`src/rtl/marx_rr_allocator.sv`:
```
// ---------------------------------------------------------------------------
// marx_rr_allocator
//   Round-robin allocator behind the marx_arbiter_if "arbiter" modport.
//
//   Each cycle it hands up to NOUT free shared APUs (FPU/LNU) to distinct
//   pending core requests. The search starts at a rotating priority pointer.
//   Grants are combinational, so a request is acked in the cycle it is seen.
//
//   Optional feature, selected by the macro MARX_ALLOC_AGE_EN:
//     When it is defined, each requester has an age counter that saturates
//     at MAX_WAIT. Requesters whose age has reached MAX_WAIT are served
//     first. When it is not defined, the block is a pure round-robin
//     allocator and has no age registers.
//
// Ports
//   clk_i    in   1          clock; all state changes on the rising edge
//   rst_i    in   1          asynchronous active-high reset
//   req_d    in   NIN        requester i wants a resource; held until acked
//   avail_d  in   NOUT       resource j can accept an operation this cycle
//   ack_d    out  NIN        requester i granted this cycle
//   assid_d  out  NOUT*NIN2  requester index routed to resource j
//   alloc_d  out  NOUT       resource j allocated this cycle
// ---------------------------------------------------------------------------
module marx_rr_allocator #(
  parameter int NIN      = 8,
  parameter int NOUT     = 2,
  parameter int NIN2     = $clog2(NIN),
  parameter int MAX_WAIT = 15
) (
  input  logic                       clk_i,
  input  logic                       rst_i,
  input  logic [NIN-1:0]             req_d,
  input  logic [NOUT-1:0]            avail_d,
  output logic [NIN-1:0]             ack_d,
  output logic [NOUT-1:0][NIN2-1:0]  assid_d,
  output logic [NOUT-1:0]            alloc_d
);

  // Reject configurations the index and age logic cannot represent.
  if (MAX_WAIT < 1) begin : g_bad_max_wait
    $error("marx_rr_allocator: MAX_WAIT must be at least 1");
  end
  if ((NIN2 < 1) || ((1 << NIN2) < NIN)) begin : g_bad_nin2
    $error("marx_rr_allocator: NIN2 too narrow for NIN");
  end

`ifdef MARX_ALLOC_AGE_EN
  // The first pass serves only old requesters. The second pass serves
  // everyone still waiting.
  localparam int NPASS = 2;
`else
  localparam int NPASS = 1;
`endif

  logic [NIN2-1:0]             ptr_q, ptr_d;
  logic [NPASS-1:0][NIN-1:0]   pass_mask;
  logic [NIN-1:0]              granted;
  logic [NOUT-1:0]             alloc_c;
  logic [NOUT-1:0][NIN2-1:0]   assid_c;
  logic [NIN2-1:0]             last_idx;
  logic                        any_grant;
  logic [NIN2-1:0]             idx;

  // Step k positions from base in circular order. The wrap is explicit, so
  // NIN does not have to be a power of two.
  function automatic logic [NIN2-1:0] circ(input logic [NIN2-1:0] base, input int k);
    int s;
    s = int'(base) + k;
    if (s >= NIN) s = s - NIN;
    return NIN2'(s);
  endfunction

`ifdef MARX_ALLOC_AGE_EN
  localparam int AW = $clog2(MAX_WAIT + 1);

  logic [NIN-1:0][AW-1:0] age_q, age_d;
  logic [NIN-1:0]         old_c;

  for (genvar gi = 0; gi < NIN; gi++) begin : g_age
    assign old_c[gi] = (age_q[gi] == AW'(MAX_WAIT));

    always_comb begin
      age_d[gi] = '0;
      if (req_d[gi] && !granted[gi]) begin
        age_d[gi] = old_c[gi] ? age_q[gi] : age_q[gi] + 1'b1;
      end
    end

    always_ff @(posedge clk_i or posedge rst_i) begin
      if (rst_i) age_q[gi] <= '0;
      else       age_q[gi] <= age_d[gi];
    end
  end

  assign pass_mask[0] = req_d & old_c;
  assign pass_mask[1] = req_d;
`else
  assign pass_mask[0] = req_d;
`endif

  // Visit resources in ascending order. Each available, still-unallocated
  // resource takes the first eligible requester found from ptr. The last
  // grant made in this sequence sets where the pointer moves next.
  always_comb begin
    granted   = '0;
    alloc_c   = '0;
    assid_c   = '0;
    last_idx  = ptr_q;
    any_grant = 1'b0;
    idx       = '0;
    for (int p = 0; p < NPASS; p++) begin
      for (int j = 0; j < NOUT; j++) begin
        for (int k = 0; k < NIN; k++) begin
          idx = circ(ptr_q, k);
          if (avail_d[j] && !alloc_c[j] && pass_mask[p][idx] && !granted[idx]) begin
            granted[idx] = 1'b1;
            alloc_c[j]   = 1'b1;
            assid_c[j]   = idx;
            last_idx     = idx;
            any_grant    = 1'b1;
          end
        end
      end
    end
  end

  always_comb begin
    ptr_d = ptr_q;
    if (any_grant) begin
      ptr_d = (last_idx == NIN2'(NIN - 1)) ? '0 : last_idx + 1'b1;
    end
  end

  always_ff @(posedge clk_i or posedge rst_i) begin
    if (rst_i) ptr_q <= '0;
    else       ptr_q <= ptr_d;
  end

  // While reset is asserted the outputs are forced quiet, even mid-cycle.
  assign ack_d   = rst_i ? '0 : granted;
  assign alloc_d = rst_i ? '0 : alloc_c;
  assign assid_d = rst_i ? '0 : assid_c;

endmodule

```
`config.mk`:
```
export PLATFORM = sky130hd
export DESIGN_NAME = marx_rr_allocator
export DESIGN_NICKNAME = d
export VERILOG_FILES = /design/src/rtl/marx_rr_allocator.sv
export SDC_FILE = /design/constraint.sdc
export NUM_CORES = 1
export LEC_CHECK = 0
export CORE_MARGIN = 8
export CORE_UTILIZATION = 40
export DETAILED_ROUTE_END_ITERATION = 7
export PLACE_DENSITY = 0.59
export SLEW_MARGIN = 25
export SYNTH_ARGS = -nofsm -noshare
export SYNTH_HDL_FRONTEND = slang
export SYNTH_SLANG_ARGS = --single-unit
```
`constraint.sdc`:
```
create_clock -name clk_i -period 17.9 [get_ports clk_i]
set_input_delay 5.37 -clock clk_i [delete_from_list [all_inputs] [get_ports clk_i]]
set_output_delay 5.37 -clock clk_i [all_outputs]
set_load 0.02 [all_outputs]
```
==> key figures <==
Critical path
  – Worst setup EP type: primary output
  – Arrival time at the worst endpoint: roughly 12 ns
  – Delay-heaviest family, CP: compound AO/OA/AOI/OAI gates
  – Crit path buf inv count: 3
  – Worst Reg-to-Reg Cells: 21
  – Critical Path Stages: 18
  – Most used cell, CP: clkdlybuf4s50_1
  – Worst path slowest cell: clkdlybuf4s50_1
  – Worst-path cell chain: clkdlybuf4s50_1 > mux2i_2 > a22oi_1 > buf_4 > a211oi_1 > and4_1 > nand2_1 > o2111ai_1 > o32ai_1 > nor3b_1 > nand3_1 > nor4b_2 > o22ai_2 > o221ai_4 > nor2b_1 > o21ai_1 > a221oi_1 > clkdlybuf4s50_1
  – Crit path largest cell delay: about 0.66 ns
  – Worst setup SP type: input port
  – Crit Path Class: in2out
  – Data required time at the worst endpoint: around 13 ns
  – CP startpoint: req_d[7]
  – FF-to-FF Start: ptr_q[0]$_DFFE_PP0P_
  – Worst-path fanout max: 12

Place
  – Gpl congestion: around 1.0
  – Port bufs: 27
  – Post-DP HPWL: between 10,000 and 15,000 um

CTS
  – CTS root buffer: clkbuf_8
  – Clock tree from TritonCTS: done
  – CTS H-tree lvls: 1
  – Clk_lat worst skew: around 0.21 ns
  – Hold_buf cts: 0
  – CTS Buffer Depth: 2
  – Resized cells post-CTS: 0
  – Post CTS Setup Buffer Count: 0
  – Inserted Clock Buffers: 3
  – Clk slew on worst S/H paths: about 0.03 ns
  – Clk sinks: 3

Drt
  – Via Count: between 5k and 6k
  – First-iteration detailed-routing DRC count: 1,035
  – Final wirelength: ~19,000 um
  – 1st-pass router iterations: 7
  – DRT antenna net count: 0
  – Avg Vias per Cell: 7.606
  – DR WL/cell: roughly 26 um
  – Post-route DRC: 0

Global routing
  – Largest net degree at the start of global routing: between 60 and 70
  – Grt total ovfl: 0
  – First-pass GRT wire length: approximately 28,000 um
  – Antenna violations before repair: 0
  – Number of global-route vias before repair: about 5k
  – Overall global routing resource usage: about 28%

Synth
  – Post-synth EDFFs: 0
  – Synth warnings: 0
  – Prevailing post-synth register cell: dfrtp_1
  – Top-area cell type share of the netlist area: 6.564%
  – Yosys reg bits: 3
  – Post-synth top area cell: nand2_1
  – Top post-synthesis cells by area: nand2_1 6.6%, nand3_1 4.7%, nor2_1 4.6%
  – Post-synthesis net count: between 600 and 700
  – Post-synth cell types: slightly below 90
  – Seq/Total Area, Yosys: under 10%
  – Mapped Avg Cell Area: around 6.6 um^2
  – Post-synthesis cell area: around 3800 um^2
  – Post-Synthesis Cells: between 500 and 600
  – Async set-or-reset flop fraction in the synthesized netlist: 100.0%

Finish
  – Layout cells sized above 1: between 10% and 20%
  – Top Registers: ptr_q x3
  – Final net count: ~610
  – Most flop-heavy register: ptr_q
  – Flip-flop count of the largest register after layout: 3
  – P&R area growth vs syn: 10.61%
  – Final-layout fill cell count: 988
  – Antenna diodes: 0

Timing
  – Final Cycle Share: approximately 95%
  – Final hold vios: 0
  – Fin. max-slew vios: 0
  – Final min period: 17.02 ns
  – Fmax: approximately 59 MHz
  – Slew headroom: around 31%
  – Post-Route Skew: ~0.0035 ns
  – RSZ-0062 raised after global routing: false
  – Setup tns final: 0 ns
  – Setup violators final: 0
  – Measured slew at the worst slew-check pin: around 1.0 ns

Die
  – # rows: 35
  – Die ar.: between 10,000 and 15,000 um^2
  – Die X: 113.9 um
  – Core area: ~9300 um^2
  – Top-level I/O count: 28
  – Die H: about 110 um
  – Initial core utilization: just over 40%

Hold path
  – Worst Min Path Start: ptr_q[2]$_DFFE_PP0P_
  – Hold WC Path Type: reg2reg
  – Hold path depth: 2

Run
  – Max cap viols: 0

Status
  – Status: finished clean
-- synth_stat cells, types with 4 or more instances --
library cell / n
and3_1: 6
nand4_1: 18
ha_1: 12
a31oi_1: 20
nor2b_1: 9
a211o_1: 7
o21ai_0: 31
nor3_1: 19
a22oi_1: 12
a311oi_1: 4
o211a_1: 5
a221oi_1: 8
a2111oi_0: 5
and4_1: 7
nor4_1: 7
clkbuf_1: 30
mux2i_1: 15
mux4_2: 4
buf_6: 4
o211ai_1: 13
o221ai_1: 7
a211oi_1: 8
and2_1: 9
o31ai_1: 7
o2111ai_1: 5
o22ai_1: 5
a31o_2: 4
a21oi_1: 30
nand2_1: 67
buf_2: 9
inv_1: 14
nor2_1: 47
nand3_1: 36
-- cells by family (layout without fill, tap and decap cells) --
group	count (synthesis)	count (layout)	synth area share [%]
AOI/OAI and AO/OA	222	222	43.53
adders and majority gates	12	12	3.919
buffers and inverters	63	66	7.348
muxes	27	27	8.785
and+or+nand+nor	247	247	33.31
xor gates and xnor gates	5	5	1.143
DFF	3	3	1.959
-- layer usage --
layer / wire (um) / part of all wire, % / GRT usage, %
met1: 7474 / 40 / 37.04
met2: 7701 / 41 / 40.59
met3: 2507 / 13 / 5.600
met4: 975 / 5.2 / 13.66
met5: 0 / 0 / 0
-- cell type report --
| type | instances | area (um^2) | area share (%) |
|---|---|---|---|
| multi-input cells | 513 | 3482 | 82.17 |
| repair buffers | 46 | 412.9 | 9.743 |
| well taps | 129 | 161.4 | 3.809 |
| flip-flops and latches | 3 | 76.32 | 1.801 |
| inverters | 16 | 60.06 | 1.417 |
| clock buffers | 4 | 45.04 | 1.063 |
-- worst register-to-register path, stage by stage, from the launching register on --
cell       delay, ns
dfrtp_2         0.59
inv_2           0.29
ha_1            0.37
buf_4           0.41
mux2i_1         0.27
mux4_2          0.65
o211ai_1        0.31
nor2_1          0.25
a2111oi_0       0.47
a32o_1          0.44
nor4_1          0.09
a41o_1          0.26
o41ai_2         0.92
nand2_1         0.29
nor3_1          0.53
o221ai_1        0.24
a21oi_1         0.18
a211o_1         0.13
a22oi_2         0.06
ha_1            0.23
ha_1            0.26
mux2_1          0.28
-- placed cells by master, fill, tap and decap left out, types with 4 or more instances in the layout --
cell / netlist / routed
nand2_1: 67 / 67
nor2_1: 47 / 47
nand3_1: 36 / 36
o21ai_0: 31 / 31
a21oi_1: 30 / 30
clkdlybuf4s50_1: 0 / 27
a31oi_1: 20 / 20
nor3_1: 19 / 19
buf_4: 1 / 19
nand4_1: 18 / 18
mux2i_1: 15 / 15
inv_1: 14 / 14
o211ai_1: 13 / 13
a22oi_1: 12 / 12
ha_1: 12 / 12
nor2b_1: 9 / 9
and2_1: 9 / 9
a211oi_1: 8 / 8
a221oi_1: 8 / 8
a211o_1: 7 / 7
and4_1: 7 / 7
nor4_1: 7 / 7
o31ai_1: 7 / 7
o221ai_1: 7 / 7
and3_1: 6 / 6
o211a_1: 5 / 5
a2111oi_0: 5 / 5
o2111ai_1: 5 / 5
o22ai_1: 5 / 5
mux4_2: 4 / 4
a31o_2: 4 / 4
a311oi_1: 4 / 4
-- stage by stage --
| step | hold WS (ns) | worst slack (ns) | utilization [%] | area (um^2) | std cells |
|---|---|---|---|---|---|
| 2_1_floorplan | 1.068 | 2.896 | - | 3831 | 579 |
| 3_3_place_gp | 0.7995 | 1.147 | 45.08 | 4185 | 707 |
| 3_5_place_dp | 0.8139 | 1.098 | 45.16 | 4193 | 707 |
| 4_1_cts | 0.8261 | 1.120 | 45.65 | 4238 | 711 |
| 5_1_grt | 0.8491 | 0.6234 | 45.65 | 4238 | 711 |
| 6_report | 0.8245 | 0.8765 | 45.65 | 4238 | 711 |
-- final timing paths --
kind	end	slack, ns
worst max-delay path	assid_d[4]	0.88
worst min-delay path	ptr_q[2]$_DFFE_PP0P_	0.82
worst max register to register	ptr_q[2]$_DFFE_PP0P_	10.24
worst min register to register	ptr_q[2]$_DFFE_PP0P_	0.82
max in group asynchronous	ptr_q[0]$_DFFE_PP0P_	11.88
min in group asynchronous	ptr_q[2]$_DFFE_PP0P_	5.76
Power is not shown: default switching activity piles up to over one toggle a cycle in this logic, so the estimate is an artifact.
